--- src/rtl/zion_basic_circuit_lib_pkg.sv ---
// Shared types and build-time switches for the basic-circuit library.
// Also provides the instantiation macro for the skid register slice.
package zion_basic_circuit_lib_pkg;

  typedef enum logic [1:0] {
    EMPTY = 2'd0,
    BUSY  = 2'd1,
    FULL  = 2'd2
  } skid_state_e;

  // A parameter-check failure also aborts elaboration when set.
  localparam bit CHECK_ERR_EXIT = 1'b1;

endpackage

`ifndef ZION_BASIC_CIRCUIT_LIB_SKID_DFF_MACRO
`define ZION_BASIC_CIRCUIT_LIB_SKID_DFF_MACRO
`define ZION_BASIC_CIRCUIT_LIB_SKID_DFF(inst_name, clk_s, rst_s, ivld_s, ordy_s, idat_s, ovld_s, irdy_s, odat_s, ini_s) \
  zion_basic_circuit_lib_skid_dff #( \
    .WIDTH_IN ($bits(idat_s)), \
    .WIDTH_OUT($bits(odat_s)), \
    .INI_DATA (ini_s) \
  ) inst_name ( \
    .clk (clk_s), \
    .rst (rst_s), \
    .iVld(ivld_s), \
    .oRdy(ordy_s), \
    .iDat(idat_s), \
    .oVld(ovld_s), \
    .iRdy(irdy_s), \
    .oDat(odat_s) \
  )
`endif

--- src/rtl/zion_basic_circuit_lib_en_sdff.sv ---
// Enable DFF with synchronous active-high reset to a fixed initial value.
module zion_basic_circuit_lib_en_sdff #(
  parameter int unsigned           WIDTH    = 1,
  parameter logic [WIDTH-1:0]      INI_DATA = '0
) (
  input  logic             clk,
  input  logic             rst,
  input  logic             i_en,
  input  logic [WIDTH-1:0] i_dat,
  output logic [WIDTH-1:0] o_dat
);

  logic [WIDTH-1:0] r_dat;

  always_ff @(posedge clk) begin
    if (rst) begin
      r_dat <= INI_DATA;
    end else if (i_en) begin
      r_dat <= i_dat;
    end
  end

  assign o_dat = r_dat;

endmodule

--- src/rtl/zion_basic_circuit_lib_skid_dff.sv ---
// Two-entry valid/ready register slice: main register drives the output,
// skid register absorbs the one beat that arrives while oRdy is falling.
module zion_basic_circuit_lib_skid_dff
  import zion_basic_circuit_lib_pkg::*;
#(
  parameter int unsigned          WIDTH_IN  = 1,
  parameter int unsigned          WIDTH_OUT = WIDTH_IN,
  parameter logic [WIDTH_IN-1:0]  INI_DATA  = '0
) (
  input  logic                 clk,
  input  logic                 rst,
  input  logic                 iVld,
  output logic                 oRdy,
  input  logic [WIDTH_IN-1:0]  iDat,
  output logic                 oVld,
  input  logic                 iRdy,
  output logic [WIDTH_OUT-1:0] oDat
);

  if (WIDTH_IN != WIDTH_OUT) begin : g_width_err
    $error("zion_basic_circuit_lib_skid_dff: WIDTH_IN (%0d) != WIDTH_OUT (%0d)", WIDTH_IN, WIDTH_OUT);
    if (CHECK_ERR_EXIT) begin : g_exit
      $fatal(1, "zion_basic_circuit_lib_skid_dff: aborting on parameter error");
    end
  end

  skid_state_e         r_state;
  skid_state_e         w_state_nxt;
  logic                r_rdy;
  logic                w_in;
  logic                w_out;
  logic                w_main_en;
  logic                w_skid_en;
  logic                w_main_from_skid;
  logic [WIDTH_IN-1:0] w_main_d;
  logic [WIDTH_IN-1:0] w_main_q;
  logic [WIDTH_IN-1:0] w_skid_q;

  assign oVld  = (r_state != EMPTY);
  assign oRdy  = r_rdy;
  assign w_in  = iVld & r_rdy;
  assign w_out = oVld & iRdy;

  // Next-state and register-load decode.
  always_comb begin
    w_state_nxt      = r_state;
    w_main_en        = 1'b0;
    w_skid_en        = 1'b0;
    w_main_from_skid = 1'b0;
    unique case (r_state)
      EMPTY: begin
        if (w_in) begin
          w_main_en   = 1'b1;
          w_state_nxt = BUSY;
        end
      end
      BUSY: begin
        if (w_in && w_out) begin
          w_main_en = 1'b1;
        end else if (w_in) begin
          w_skid_en   = 1'b1;
          w_state_nxt = FULL;
        end else if (w_out) begin
          w_state_nxt = EMPTY;
        end
      end
      FULL: begin
        if (w_out) begin
          w_main_en        = 1'b1;
          w_main_from_skid = 1'b1;
          w_state_nxt      = BUSY;
        end
      end
      default: w_state_nxt = EMPTY;
    endcase
  end

  // oRdy is registered from the next state so it never depends on iRdy combinationally.
  always_ff @(posedge clk) begin
    if (rst) begin
      r_state <= EMPTY;
      r_rdy   <= 1'b0;
    end else begin
      r_state <= w_state_nxt;
      r_rdy   <= (w_state_nxt != FULL);
    end
  end

  assign w_main_d = w_main_from_skid ? w_skid_q : iDat;

  zion_basic_circuit_lib_en_sdff #(
    .WIDTH   (WIDTH_IN),
    .INI_DATA(INI_DATA)
  ) u_main (
    .clk  (clk),
    .rst  (rst),
    .i_en (w_main_en),
    .i_dat(w_main_d),
    .o_dat(w_main_q)
  );

  zion_basic_circuit_lib_en_sdff #(
    .WIDTH   (WIDTH_IN),
    .INI_DATA(INI_DATA)
  ) u_skid (
    .clk  (clk),
    .rst  (rst),
    .i_en (w_skid_en),
    .i_dat(iDat),
    .o_dat(w_skid_q)
  );

  assign oDat = WIDTH_OUT'(w_main_q);

endmodule

--- config.mk ---
export PLATFORM = sky130hd
export DESIGN_NAME = zion_basic_circuit_lib_skid_dff
export DESIGN_NICKNAME = d
export VERILOG_FILES = /design/src/rtl/zion_basic_circuit_lib_pkg.sv /design/src/rtl/zion_basic_circuit_lib_en_sdff.sv /design/src/rtl/zion_basic_circuit_lib_skid_dff.sv
export SDC_FILE = /design/constraint.sdc
export NUM_CORES = 1
export LEC_CHECK = 0
export CAP_MARGIN = 20
export CORE_AREA = 2 2 39 41
export CTS_CLUSTER_SIZE = 30
export DETAILED_ROUTE_END_ITERATION = 6
export DIE_AREA = 0 0 41 43
export GPL_TIMING_DRIVEN = 0
export PLACE_DENSITY_LB_ADDON = 0.25
export SYNTH_ARGS = -nofsm -noshare
export SYNTH_HDL_FRONTEND = slang
export SYNTH_HIERARCHICAL = 1
export SYNTH_SLANG_ARGS = --single-unit
--- constraint.sdc ---
create_clock -name clk -period 2.1 [get_ports clk]
set_clock_uncertainty 0.2 [all_clocks]
set_input_delay 0.42 -clock clk [delete_from_list [all_inputs] [get_ports clk]]
set_output_delay 0.42 -clock clk [all_outputs]
set_load 0.005 [all_outputs]
Word-level counts from Yosys, hierarchy flattened
Cells that the tools add are included.

cells by class
  div/mod/pow operators = 0
  $lt $le $gt $ge = 0
  muxes and demuxes = 14
  bitwise logic cells = 2
  add/sub/neg operators = 0
  equal/unequal tests = 3
  reductions and logical operators = 3
  $mul = 0
  shift operators = 0

operators by type and width
  kind                  number
  $mux W2               5
  $mux W1               7
  $pmux W2 S3           1
  $pmux W1 S3           1
  $and A1 B1 Y1         2
  $eq A2 B1 Y1 const B  1
  $eq A2 B2 Y1 const B  1
  $logic_not A2 Y1      1
  $ne A2 B2 Y1 const B  1
  $reduce_bool A2 Y1    1
  $logic_and A1 B1 Y1   1

word-level totals
  memories = 0
  RAM bits = 0
  register bits = 5
  memory bits (read-only) = 0
  latch bits = 0

Depth between registers and ports, before layout
  depth in word-level cells = 7
  mapped depth = 5

Modules after synthesis
Netlist, hierarchy kept.

modules (own cells, without submodules)
  module                           instances  cells an instance  area an instance (sq um)
  zion_basic_circuit_lib_skid_dff  1          20                 173.9
  zion_basic_circuit_lib_en_sdff   2          3                  33.8

Worst setup path before layout
OpenSTA, ideal clock, no wires.

  path type = register to register
  from = register r_state[0]
  to = register u_main.r_dat, in the netlist u_main/o_dat
  period minus slack after synthesis = 1.332 ns
  cell stages (with the launch flop) = 5
  arrival time = 1.017 ns
  slack = 0.768 ns
  library setup time = 0.114 ns
  path through = dfxtp_1 > nand3b_1 > mux2_1 > mux2i_1 > nor2_1

on the way
  word-level cells in the longest chain between the ends = 5
  elaborated cells on any way between the ends = 11

ends and longest elaborated chain
  element                   line                                   RTL
  start: declaration        zion_basic_circuit_lib_skid_dff.sv:27  skid_state_e r_state;
  start signal: assignment  zion_basic_circuit_lib_skid_dff.sv:84  r_state <= w_state_nxt;
  $reduce_bool A2 Y1        zion_basic_circuit_lib_skid_dff.sv:39  assign oVld = (r_state != EMPTY);
  $and A1 B1 Y1             zion_basic_circuit_lib_skid_dff.sv:42  assign w_out = oVld & iRdy;
  $mux W1                   zion_basic_circuit_lib_skid_dff.sv:68  if (w_out) begin
  $mux W1 *                 zion_basic_circuit_lib_skid_dff.sv:50  unique case (r_state)
  $mux W1 *                 zion_basic_circuit_lib_skid_dff.sv:89  assign w_main_d = w_main_from_skid ? w_skid_q : iDat;
  net w_main_d              zion_basic_circuit_lib_skid_dff.sv:35  logic [WIDTH_IN-1:0] w_main_d;
  end signal: assignment    zion_basic_circuit_lib_en_sdff.sv:19   r_dat <= i_dat;
  end: declaration          zion_basic_circuit_lib_en_sdff.sv:13   logic [WIDTH-1:0] r_dat;

The timed path passes the listed nets; every way through them passes the cells marked *.
A chain may end at the register's enable or synchronous reset.

Final worst setup path
  from = register r_state[1]
  to = output port oVld

on the way
  word-level cells in the longest chain between the ends = 1

ends and longest elaborated chain
  element             line                                   RTL
  $reduce_bool A2 Y1  zion_basic_circuit_lib_skid_dff.sv:39
  end: declaration    zion_basic_circuit_lib_skid_dff.sv:15  output logic oVld,

Every way passes these cells.

==> qor.csv <==
metric,value,unit
largest net degree at the start of global routing,9,
DP Cell Count,49,
crit path DAT,1.36,ns
layout cells sized above 1,13.5,%
initial antenna violation count,0,
Worst Setup EP,oVld,
Stages on worst setup path,2,
Final Util,25.9,%
Antenna Cells,0,
cell family with most CP delay,buffers and inverters,
LEAKAGE,0.131,nW
Iteration-0 DRC Markers,9,
pwr/cell area,689,nW/um2
nets,43,
CTS HTree Levels,1,
cells after synthesis,26,
Tightest Pin Transition,0.233,ns
placed cell area,332,um2
Synth Cell Area,241,um2
R2R depth,4,
R2R Path End,u_main/o_dat,
period utilisation layout,94.3,%
"Reg clk slew, reported paths",0.04,ns
setup bufs post-CTS,0,
Die Area,1760,um2
gpl congestion,0.609,
register area,100,um2
clk buf depth,2,
Die Span X,41,um
Max Clock Freq,505,MHz
CP peak stage delay,0.44,ns
Final ANT Viol Nets,0,
# hold bufs at CTS,0,
"Seq/Total Area, Yosys",41.5,%
vias per cell,4.25,
Rows,14,
Synth cell types,18,
Hold WC Path Type,reg2reg,
Worst VDD drop,0.270,mV
first-pass GRT wire length,786,um
area occupied by multi-input gates,138,um2
crit path kind,reg2out,
PnR worst setup slack,0.121,ns
critical-path maximum fanout,8,
Die H,43,um
Root Buffer,clkbuf_4,
critical path launch point type,register,
DP HPWL,389,um
Initial Util,17.5,%
Layout area overhead,48.2,%
clock tree from TritonCTS,done,
Max-Cap Viols,0,
TritonRoute pass-1 iters,2,
data required time at the worst endpoint,1.48,ns
CP Capture Type,output pin,
CP max-delay cell,clkdlybuf4s50_1,
WL/cell,9.11,um
Worst-Skew Late Latency,0.24,ns
vias in the first global route,210,
fin cells,53,
cts repair resizes,0,
unrepaired setup endpoints after global routing,false,
DR vias,225,
total core area,1380,um2
residual DRC count,0,
Setup WS pre-CTS,0.195,ns
CTS sink count,5,
Fin. Hold Viols,0,
Setup TNS,0,ns
Syn Nets,31,
I/O pins,8,
Setup Viol. Count Final,0,
min cycle time layout,1.98,ns
crit path cell chain,"or2_2, clkdlybuf4s50_1",
drt total wl,483,um
Synth Area per Inst,9.29,um2
# fillers,151,
R2R setup slack,0.70,ns
"Slew Viols, Final",0,
Buffers & Inverters on Critical Path,1,
CP startpoint,r_state[1],
grt total ovfl,0,
"commonest non-fill, non-tap cell in the layout",clkdlybuf4s50_1,
final instance area,358,um2
CTS buffer count,3,
Yosys warnings,6,
status,"complete, no violations",
max_slew headroom,84.5,%
Worst Hold Depth,2,
Port Buffer Count,7,
total global-route track usage,7.23,%
most frequent cells in the layout,"clkdlybuf4s50_1, dfxtp_1, nor2_1, clkbuf_4",
r2r startpoint,r_state[0],
"FF+latch count, synth",5,
-- metrics by stage --
step | power [mW] | hold slack, ns
3_5_place_dp | 0.135 | 0.281
3_3_place_gp | 0.135 | 0.272
5_1_grt | 0.264 | 0.307
4_1_cts | 0.250 | 0.291
2_1_floorplan | 0.116 | 0.253
6_report | 0.247 | 0.288
-- logic make-up after synthesis --
group,share of synthesized area [%]
muxes,13.0
and+or+nand+nor,32.6
DFF,41.5
AOI/OAI and AO/OA,11.4
buffers and inverters,1.55
-- registers in the layout (all words and copies together) (netlist names) --
register      flops
oRdy              1
r_state           2
u_main/o_dat      1
u_skid/o_dat      1
-- Yosys cell counts (all sizes together) --
cell type	count	share of area, %
and2b	1	3.1
o221ai	1	3.6
nor3	1	2.1
mux2i	2	8.3
dfxtp	5	41
o21ai	1	2.1
a21oi	1	2.1
nand3	1	2.1
nand2	2	3.1
a311oi	1	3.6
nor2	3	4.7
nand4b	1	3.6
inv	1	1.6
mux2	1	4.7
or2	1	2.6
nand2b	2	8.3
nand3b	1	3.1
-- report_power, final --
part           total, mW  internal, mW  leakage [nW]  switching, mW
clock              0.114        0.0720        0.0150         0.0417
sequential         0.103        0.0992        0.0410        0.00425
combinational     0.0296        0.0199        0.0747        0.00971
total              0.247         0.191         0.131         0.0556
-- worst reg2reg max path: cells and delay by family, from the launching register on --
family	cells	cell delay, ns
DFF	1	0.43
and+or+nand+nor	2	0.22
muxes	2	0.45
-- area by class of cell --
class | count | area share, %
multi-input combinational | 20 | 38.5
clock buffer | 4 | 7.34
tap | 16 | 5.59
timing repair buffer | 7 | 19.6
sequential | 5 | 28.0
inverter | 1 | 1.05
-- how the worst min path moves through the flow --
| stage | start | end |
|---|---|---|
| finish | u_skid/o_dat | u_skid/o_dat |
| CTS | u_skid/o_dat | u_skid/o_dat |
| global route | u_skid/o_dat | u_skid/o_dat |
| detailed placement | u_skid/o_dat | u_skid/o_dat |
| floorplan | u_skid/o_dat | u_skid/o_dat |
| global placement | u_skid/o_dat | u_skid/o_dat |
-- per-layer routing --
layer | vias to the layer above | GRT usage [%] | routed length (um)
li1 | 118 | - | -
met1 | 95 | 8.04 | 211
met2 | 10 | 8.75 | 186
met3 | 2 | 2.09 | 70
met4 | 0 | 10.0 | 14
met5 | - | 0 | 0
Note: power is estimated with default switching activity, not from simulation.
